===== config.mk =====
export PLATFORM = sky130hd
export DESIGN_NAME = logic_gate_identifier_flat
export DESIGN_NICKNAME = d
export VERILOG_FILES = /design/src/rtl/logic_gate_identifier_if.sv /design/src/rtl/logic_gate_identifier.sv /design/src/flat_wrapper.sv
export SDC_FILE = /design/constraint.sdc
export NUM_CORES = 1
export LEC_CHECK = 0
export ABC_AREA = 1
export BUFFER_PORTS_ARGS = -buffer_cell sky130_fd_sc_hd__buf_2
export CORE_MARGIN = 3
export CORE_UTILIZATION = 45
export CTS_BUF_LIST = sky130_fd_sc_hd__clkbuf_2
export DETAILED_ROUTE_END_ITERATION = 16
export PLACE_DENSITY = 0.66
export SLEW_MARGIN = 10
export SYNTH_ARGS = -nofsm -noshare
export SYNTH_HDL_FRONTEND = slang
export SYNTH_SLANG_ARGS = --single-unit

===== constraint.sdc =====
create_clock -name clk -period 3.4 [get_ports clk]
set_clock_uncertainty 0.2 [all_clocks]
set_input_delay 1.02 -clock clk [delete_from_list [all_inputs] [get_ports clk]]
set_output_delay 1.02 -clock clk [all_outputs]
set_load 0.01 [all_outputs]

===== src/rtl/logic_gate_identifier_if.sv =====
// Request/result bundle between a controller and the logic_gate_identifier tester.
// The gate under test sits on y_in (from the gate) and a_out/b_out (to the gate).
interface logic_gate_identifier_if;
    logic       start;
    logic       y_in;
    logic       a_out;
    logic       b_out;
    logic       busy;
    logic       done;
    logic [2:0] gate_id;
    logic       id_valid;
    logic [3:0] truth_table;

    modport master (
        output start, y_in,
        input  a_out, b_out, busy, done, gate_id, id_valid, truth_table
    );

    modport slave (
        input  start, y_in,
        output a_out, b_out, busy, done, gate_id, id_valid, truth_table
    );
endinterface


===== src/rtl/logic_gate_identifier.sv =====
// Drives all four {a,b} vectors onto a 2-input gate, samples y_in and classifies the truth table.
// Optional LOGIC_GATE_ID_SYNC_EN: 2-flop y_in synchronizer with a window lengthened by two cycles.
module logic_gate_identifier #(
    parameter int unsigned SETTLE_CYCLES = 2
) (
    input  logic                    clk,
    input  logic                    rst_n,
    logic_gate_identifier_if.slave  bus
);

    localparam int unsigned CNT_W = $clog2(SETTLE_CYCLES + 4);
`ifdef LOGIC_GATE_ID_SYNC_EN
    localparam int unsigned WIN_LAST = SETTLE_CYCLES + 2;
`else
    localparam int unsigned WIN_LAST = SETTLE_CYCLES;
`endif

    localparam logic [1:0] ST_IDLE   = 2'd0;
    localparam logic [1:0] ST_DRIVE  = 2'd1;
    localparam logic [1:0] ST_DECODE = 2'd2;
    localparam logic [1:0] ST_DONE   = 2'd3;

    logic [1:0]       state_q,       state_d;
    logic [1:0]       idx_q,         idx_d;
    logic [CNT_W-1:0] cnt_q,         cnt_d;
    logic [3:0]       tt_q,          tt_d;
    logic [2:0]       id_dec_q,      id_dec_d;
    logic             a_q,           a_d;
    logic             b_q,           b_d;
    logic             busy_q,        busy_d;
    logic             done_q,        done_d;
    logic [2:0]       gate_id_q,     gate_id_d;
    logic             id_valid_q,    id_valid_d;
    logic [3:0]       truth_tbl_q,   truth_tbl_d;
    logic             y_s;

`ifdef LOGIC_GATE_ID_SYNC_EN
    logic y_meta_q, y_sync_q;

    // Two-stage synchronizer for an asynchronous gate output
    always_ff @(posedge clk or negedge rst_n) begin
        if (!rst_n) begin
            y_meta_q <= 1'b0;
            y_sync_q <= 1'b0;
        end else begin
            y_meta_q <= bus.y_in;
            y_sync_q <= y_meta_q;
        end
    end
    assign y_s = y_sync_q;
`else
    assign y_s = bus.y_in;
`endif

    function automatic logic [2:0] decode_tt(input logic [3:0] tt);
        case (tt)
            4'b1000: decode_tt = 3'd0;
            4'b1110: decode_tt = 3'd1;
            4'b0011: decode_tt = 3'd2;
            4'b0111: decode_tt = 3'd3;
            4'b0001: decode_tt = 3'd4;
            4'b0110: decode_tt = 3'd5;
            4'b1001: decode_tt = 3'd6;
            default: decode_tt = 3'd7;
        endcase
    endfunction

    // Next-state and registered-output logic
    always_comb begin
        state_d     = state_q;
        idx_d       = idx_q;
        cnt_d       = cnt_q;
        tt_d        = tt_q;
        id_dec_d    = id_dec_q;
        a_d         = a_q;
        b_d         = b_q;
        busy_d      = busy_q;
        done_d      = 1'b0;
        gate_id_d   = gate_id_q;
        id_valid_d  = id_valid_q;
        truth_tbl_d = truth_tbl_q;

        case (state_q)
            ST_IDLE: begin
                if (bus.start) begin
                    state_d = ST_DRIVE;
                    idx_d   = 2'd0;
                    cnt_d   = '0;
                    tt_d    = 4'd0;
                    a_d     = 1'b0;
                    b_d     = 1'b0;
                    busy_d  = 1'b1;
                end
            end
            ST_DRIVE: begin
                if (cnt_q == CNT_W'(WIN_LAST)) begin
                    // Last edge of the window: capture and advance to the next vector
                    cnt_d       = '0;
                    tt_d[idx_q] = y_s;
                    if (idx_q == 2'd3) begin
                        state_d = ST_DECODE;
                        a_d     = 1'b0;
                        b_d     = 1'b0;
                    end else begin
                        idx_d      = idx_q + 2'd1;
                        {a_d, b_d} = idx_q + 2'd1;
                    end
                end else begin
                    cnt_d = cnt_q + CNT_W'(1);
                end
            end
            ST_DECODE: begin
                id_dec_d = decode_tt(tt_q);
                state_d  = ST_DONE;
            end
            ST_DONE: begin
                gate_id_d   = id_dec_q;
                id_valid_d  = (id_dec_q != 3'd7);
                truth_tbl_d = tt_q;
                done_d      = 1'b1;
                busy_d      = 1'b0;
                idx_d       = 2'd0;
                state_d     = ST_IDLE;
            end
            default: state_d = ST_IDLE;
        endcase
    end

    always_ff @(posedge clk or negedge rst_n) begin
        if (!rst_n) begin
            state_q     <= ST_IDLE;
            idx_q       <= 2'd0;
            cnt_q       <= '0;
            tt_q        <= 4'd0;
            id_dec_q    <= 3'd0;
            a_q         <= 1'b0;
            b_q         <= 1'b0;
            busy_q      <= 1'b0;
            done_q      <= 1'b0;
            gate_id_q   <= 3'd0;
            id_valid_q  <= 1'b0;
            truth_tbl_q <= 4'd0;
        end else begin
            state_q     <= state_d;
            idx_q       <= idx_d;
            cnt_q       <= cnt_d;
            tt_q        <= tt_d;
            id_dec_q    <= id_dec_d;
            a_q         <= a_d;
            b_q         <= b_d;
            busy_q      <= busy_d;
            done_q      <= done_d;
            gate_id_q   <= gate_id_d;
            id_valid_q  <= id_valid_d;
            truth_tbl_q <= truth_tbl_d;
        end
    end

    assign bus.a_out       = a_q;
    assign bus.b_out       = b_q;
    assign bus.busy        = busy_q;
    assign bus.done        = done_q;
    assign bus.gate_id     = gate_id_q;
    assign bus.id_valid    = id_valid_q;
    assign bus.truth_table = truth_tbl_q;

endmodule


===== src/flat_wrapper.sv =====
// flat-port wrapper written by rule: the top's interface ports become plain ports
module logic_gate_identifier_flat 
#(
    parameter int unsigned SETTLE_CYCLES = 2
)
  (clk, rst_n, bus_start, bus_y_in, bus_a_out, bus_b_out, bus_busy, bus_done, bus_gate_id, bus_id_valid, bus_truth_table);
  logic_gate_identifier_if bus_i ();
  input  logic clk;
  input  logic rst_n;
  input wire logic [$bits(bus_i.start)-1:0] bus_start;
  input wire logic [$bits(bus_i.y_in)-1:0] bus_y_in;
  output wire logic [$bits(bus_i.a_out)-1:0] bus_a_out;
  output wire logic [$bits(bus_i.b_out)-1:0] bus_b_out;
  output wire logic [$bits(bus_i.busy)-1:0] bus_busy;
  output wire logic [$bits(bus_i.done)-1:0] bus_done;
  output wire logic [$bits(bus_i.gate_id)-1:0] bus_gate_id;
  output wire logic [$bits(bus_i.id_valid)-1:0] bus_id_valid;
  output wire logic [$bits(bus_i.truth_table)-1:0] bus_truth_table;
  assign bus_i.start = bus_start;
  assign bus_i.y_in = bus_y_in;
  assign bus_a_out = bus_i.a_out;
  assign bus_b_out = bus_i.b_out;
  assign bus_busy = bus_i.busy;
  assign bus_done = bus_i.done;
  assign bus_gate_id = bus_i.gate_id;
  assign bus_id_valid = bus_i.id_valid;
  assign bus_truth_table = bus_i.truth_table;
  logic_gate_identifier #(.SETTLE_CYCLES(SETTLE_CYCLES)) u_core (.clk(clk), .rst_n(rst_n), .bus(bus_i));
endmodule

Word level (Yosys, flattened, before mapping)
Cells that the tools add are included.
Word-level totals
  word-level logic and storage cells: 71
  output and inout bits: 12
  register bits after elaboration: 26
  input bits: 4
Operators by class
  add/subtract/negate cells: 2
  reductions and logical operators: 10
  $lt $le $gt $ge: 2
  equal/unequal tests: 17
  multiplexer cells: 28
Operators by type and width (number)
  $pmux W3 S7: 1
  $eq A4 B4 Y1 const B: 3
  $mux W2: 6
  $eq A4 B3 Y1 const B: 2
  $mux W1: 8
  $mux W4: 2
  $pmux W2 S4: 1
  $pmux W4 S2: 1
  $eq A2 B2 Y1 const B: 3
  $mux W3: 2
  $pmux W1 S2: 3
  $pmux W2 S3: 1
  $pmux W3 S2: 1
  $reduce_and A3 Y1: 2
  $bwmux W4: 1
  $eq A4 B1 Y1 const B: 1
  $eq A4 B2 Y1 const B: 1
  $ne A2 B1 Y1 const B: 2
  $ne A2 B2 Y1 const B: 2
  $reduce_and A2 Y1: 2
  $reduce_and A4 Y1: 1
  $reduce_bool A2 Y1: 2
  $add A3 B1 Y3 const B: 1
  $eq A3 B2 Y1 const B: 1
  other kinds (9): 9

Depth between registers and ports, before layout
  depth after elaboration: 7
  mapped depth: 8
  gate-level depth less buffers: 8

Least setup slack after synthesis
Ideal clock, no wire load.
  path type: input to register
  start point: input port bus_start
  end point: register u_core.cnt_q[1]
  required time: 3.079 ns
  cell stages on the path: 5
  setup time: 0.121 ns
  slack: 1.636 ns
  arrival: 1.443 ns
  buffers on the path: 0
  path through: nand2_2 -> o21ai_4 -> nand2_1 -> o21ai_0 -> nor2_1
Between the ends
  word-level cells in the longest chain between the ends: 2
RTL lines
  from (decl): line flat_wrapper.sv:10  | input wire logic [$bits(bus_i.start)-1:0] bus_start;
  $ne A2 B2 Y1 (no source line)
  $reduce_and A2 Y1 (no source line)
  to (signal assigned): line logic_gate_identifier.sv:146  | cnt_q <= cnt_d;
  to (decl): line logic_gate_identifier.sv:25  | logic [CNT_W-1:0] cnt_q, cnt_d;
Every way passes these cells.
A chain may end at the register's enable or synchronous reset.

Final worst setup path
  start point: register u_core.truth_tbl_q[1] (netlist: u_core.bus.truth_table[1])
  end point: output port bus_truth_table[1]
RTL lines
  from (decl): line logic_gate_identifier.sv:34  | logic [3:0] truth_tbl_q, truth_tbl_d;
  from (signal assigned): line logic_gate_identifier.sv:155  | truth_tbl_q <= truth_tbl_d;
  to (decl): line flat_wrapper.sv:18  | output wire logic [$bits(bus_i.truth_table)-1:0] bus_truth_table;
No word-level cell between the ends.

==> run metrics <==
Hold Startpoint u_core.bus.gate_id[1]; CTS Root Cell clkbuf_2; WL per Instance between 10 and 15 um; crit-path max FO 2; Required @ worst endpoint around 2200 ps; boundary pin count 16; PortBufs 15; Crit path arrival time about 950 ps; first-pass GRT wire length 4350 um; Min-Delay Endpoint u_core.bus.gate_id[1]; f_max around 460 MHz; Hold WC Path Type flop to flop; commonest non-fill, non-tap cells in the layout nand2_1 (40), dfrtp_1 (26), inv_1 (19); run status finished clean; gate count of the mapped netlist about 160; Pre-antenna DRT Iters 6; DIE AREA 3610 sq um; TritonCTS clock tree yes; Pleak approximately 0.73 nW; post-synthesis simple-gate area fraction 0.253; Mapped Area 1320 sq um; routed vias around 1100; core area approximately 2600 sq um; CTS clk-pin slew, worst paths 260 ps; Top Family by Delay on Critical Path flip-flops; Peak VDD IR between 600 and 700 uV; CP bufs+invs 1; Overall Power 1.32 mW; clock sinks 26; DP HPWL roughly 1900 um; unrepaired setup endpoints after global routing false; CTS H-tree depth 1; Clk Latency, worst-skew pair ~350 ps; Initial Util 0.500; nets 187; nature of the critical path endpoint output pin; Worst-Margin Slew between 500 and 600 ps; slowest CP cell dfrtp_1; vias in the first global route between 1000 and 1500; worst reg2reg startpoint u_core.state_q[1]; Die Y ~60 um; commonest non-fill, non-tap cell in the layout nand2_1; critical path class flop to output pin; Worst Hold Path Cells 2; Final min period around 2200 ps; Synth Area in Compound Gates 0.107; Mapped Avg Cell Area 8.34 sq um; DRC Markers 0; startpoint types flop; Yosys Warn Count 0; fill count around 260; FF-to-FF path depth 7; Setup-failing EPs final 0; count of final hold-check violations 0; period utilization 0.638; Rows 18; post-synthesis mux area share 0; initial antenna violation count 0; Starting DRT DRC Count between 50 and 60; largest family of logic cells by synthesized area simple AND/OR/NAND/NOR gates; crit-path max cell delay between 400 and 500 ps; total negative setup slack 0 ps; worst path cell trace buf_2; PD cells between 900 and 1000 nW/um^2; largest net degree at the start of global routing 27; total inserted antenna cells 0; die span in x approximately 60 um; total track usage 0.160; Routed WL 2540 um; xor/xnor share of the synthesized area 0; GRT overflow 0; area share of fa/ha/maj cells after synthesis 0.0760; Post-CTS Resized 0; slew margin rel. 0.619; vias per cell between 5 and 6; RR Endpoint u_core.cnt_q[1]; CTS buffer count 3; antenna-violating nets left 0; post-CTS setup buffer count 0; CTS Hold Bufs 0; Seq/Total Area, Yosys 0.494; Cell variety after synth 24; Layout area overhead 10.6%; share of layout cells above drive strength 1 0.161; Synth Net Count 170; register-to-register setup slack 1290 ps; RD Place Congestion just under 0.9; max cap viols 0; Synth Register Bits 26; final slew viol count 0; clock buffer depth 2
==> worst max-delay path by stage <==
stage / start / endpoint / slack [ps] / cells past startpoint
finish: u_core.bus.truth_table[1] / bus_truth_table[1] / 1230 / 1
global route: u_core.state_q[1] / u_core.cnt_q[1] / 1170 / 7
CTS: u_core.bus.truth_table[1] / bus_truth_table[1] / 1230 / 1
detailed placement: u_core.state_q[1] / u_core.cnt_q[1] / 1360 / 7
global placement: u_core.state_q[1] / u_core.cnt_q[1] / 1440 / 7
floorplan: bus_start / u_core.cnt_q[1] / 1640 / 5
==> flip-flops by register name (all words and copies together) (netlist names) <==
signal                  flops
u_core.bus.truth_table      4
u_core.tt_q                 4
u_core.bus.gate_id          3
u_core.cnt_q                3
u_core.id_dec_q             3
u_core.idx_q                2
u_core.state_q              2
u_core.bus.a_out            1
u_core.bus.b_out            1
u_core.bus.busy             1
u_core.bus.done             1
u_core.bus.id_valid         1
==> tightest hold or removal path: cells and delay by family (launching register included) <==
family	cells	cell delay, ps
flip-flops	1	400
AND/OR/NAND/NOR	2	100
==> per-stage QoR <==
step / utilization / area [sq um] / hold WS, ps / std cells / setup slack, ps
after global placement: 0.536 / 1410 / 250 / 200 / 1440
final: 0.553 / 1460 / 307 / 204 / 1230
after global routing: 0.553 / 1460 / 330 / 204 / 1170
after floorplan: - / 1320 / 266 / 158 / 1640
after detailed placement: 0.536 / 1410 / 256 / 200 / 1360
after CTS: 0.553 / 1460 / 309 / 204 / 1230
==> cell usage after synthesis <==
cell	instances	share of area
nand2_1	40	0.11
dfrtp_1	26	0.49
inv_1	19	0.054
nand3_1	15	0.057
nor2_1	13	0.037
o21ai_0	12	0.046
ha_1	8	0.076
o21ai_1	6	0.023
or2_2	3	0.014
nand2_2	2	0.0095
a21oi_1	1	0.0038
a41oi_1	1	0.0066
buf_2	1	0.0038
buf_4	1	0.0057
clkbuf_2	1	0.0038
inv_2	1	0.0028
nand3_2	1	0.0076
nand4_1	1	0.0048
nor2_2	1	0.0048
nor3_1	1	0.0038
o211ai_1	1	0.0057
o21ai_4	1	0.012
o21bai_1	1	0.0057
o22ai_1	1	0.0048
==> power by group <==
part           switching, mW  leakage, nW  internal [mW]  total [mW]
sequential            0.0805        0.331          0.425       0.505
combinational          0.400        0.377          0.222       0.623
clock                 0.0953       0.0266          0.101       0.197
total                  0.576        0.734          0.748        1.32
==> logic make-up (layout without fill, tap and decap cells) <==
group / count (synthesis) / after routing
and+or+nand+nor: 77 / 77
DFF: 26 / 26
AOI/OAI and AO/OA: 24 / 24
buffers and inverters: 23 / 39
adders and majority gates: 8 / 8
==> cell type report <==
| cell class | count | area (sq um) | area share |
|---|---|---|---|
| flip-flops and latches | 26 | 651 | 0.446 |
| multi-input cells | 109 | 574 | 0.394 |
| repair buffers | 15 | 75.1 | 0.0515 |
| inverters | 20 | 75.1 | 0.0515 |
| well taps | 30 | 37.5 | 0.0258 |
| clock inverters | 1 | 30.0 | 0.0206 |
| clock buffers | 3 | 15.0 | 0.0103 |
==> routing by layer <==
metal / track usage / vias to the layer above / wire length, um
met5: 0 / - / 0
met4: 0.0411 / 0 / 42
met3: 0.0475 / 8 / 111
met2: 0.290 / 27 / 1270
met1: 0.181 / 524 / 1120
li1: - / 540 / -
Power figures use the tool's default switching activity.
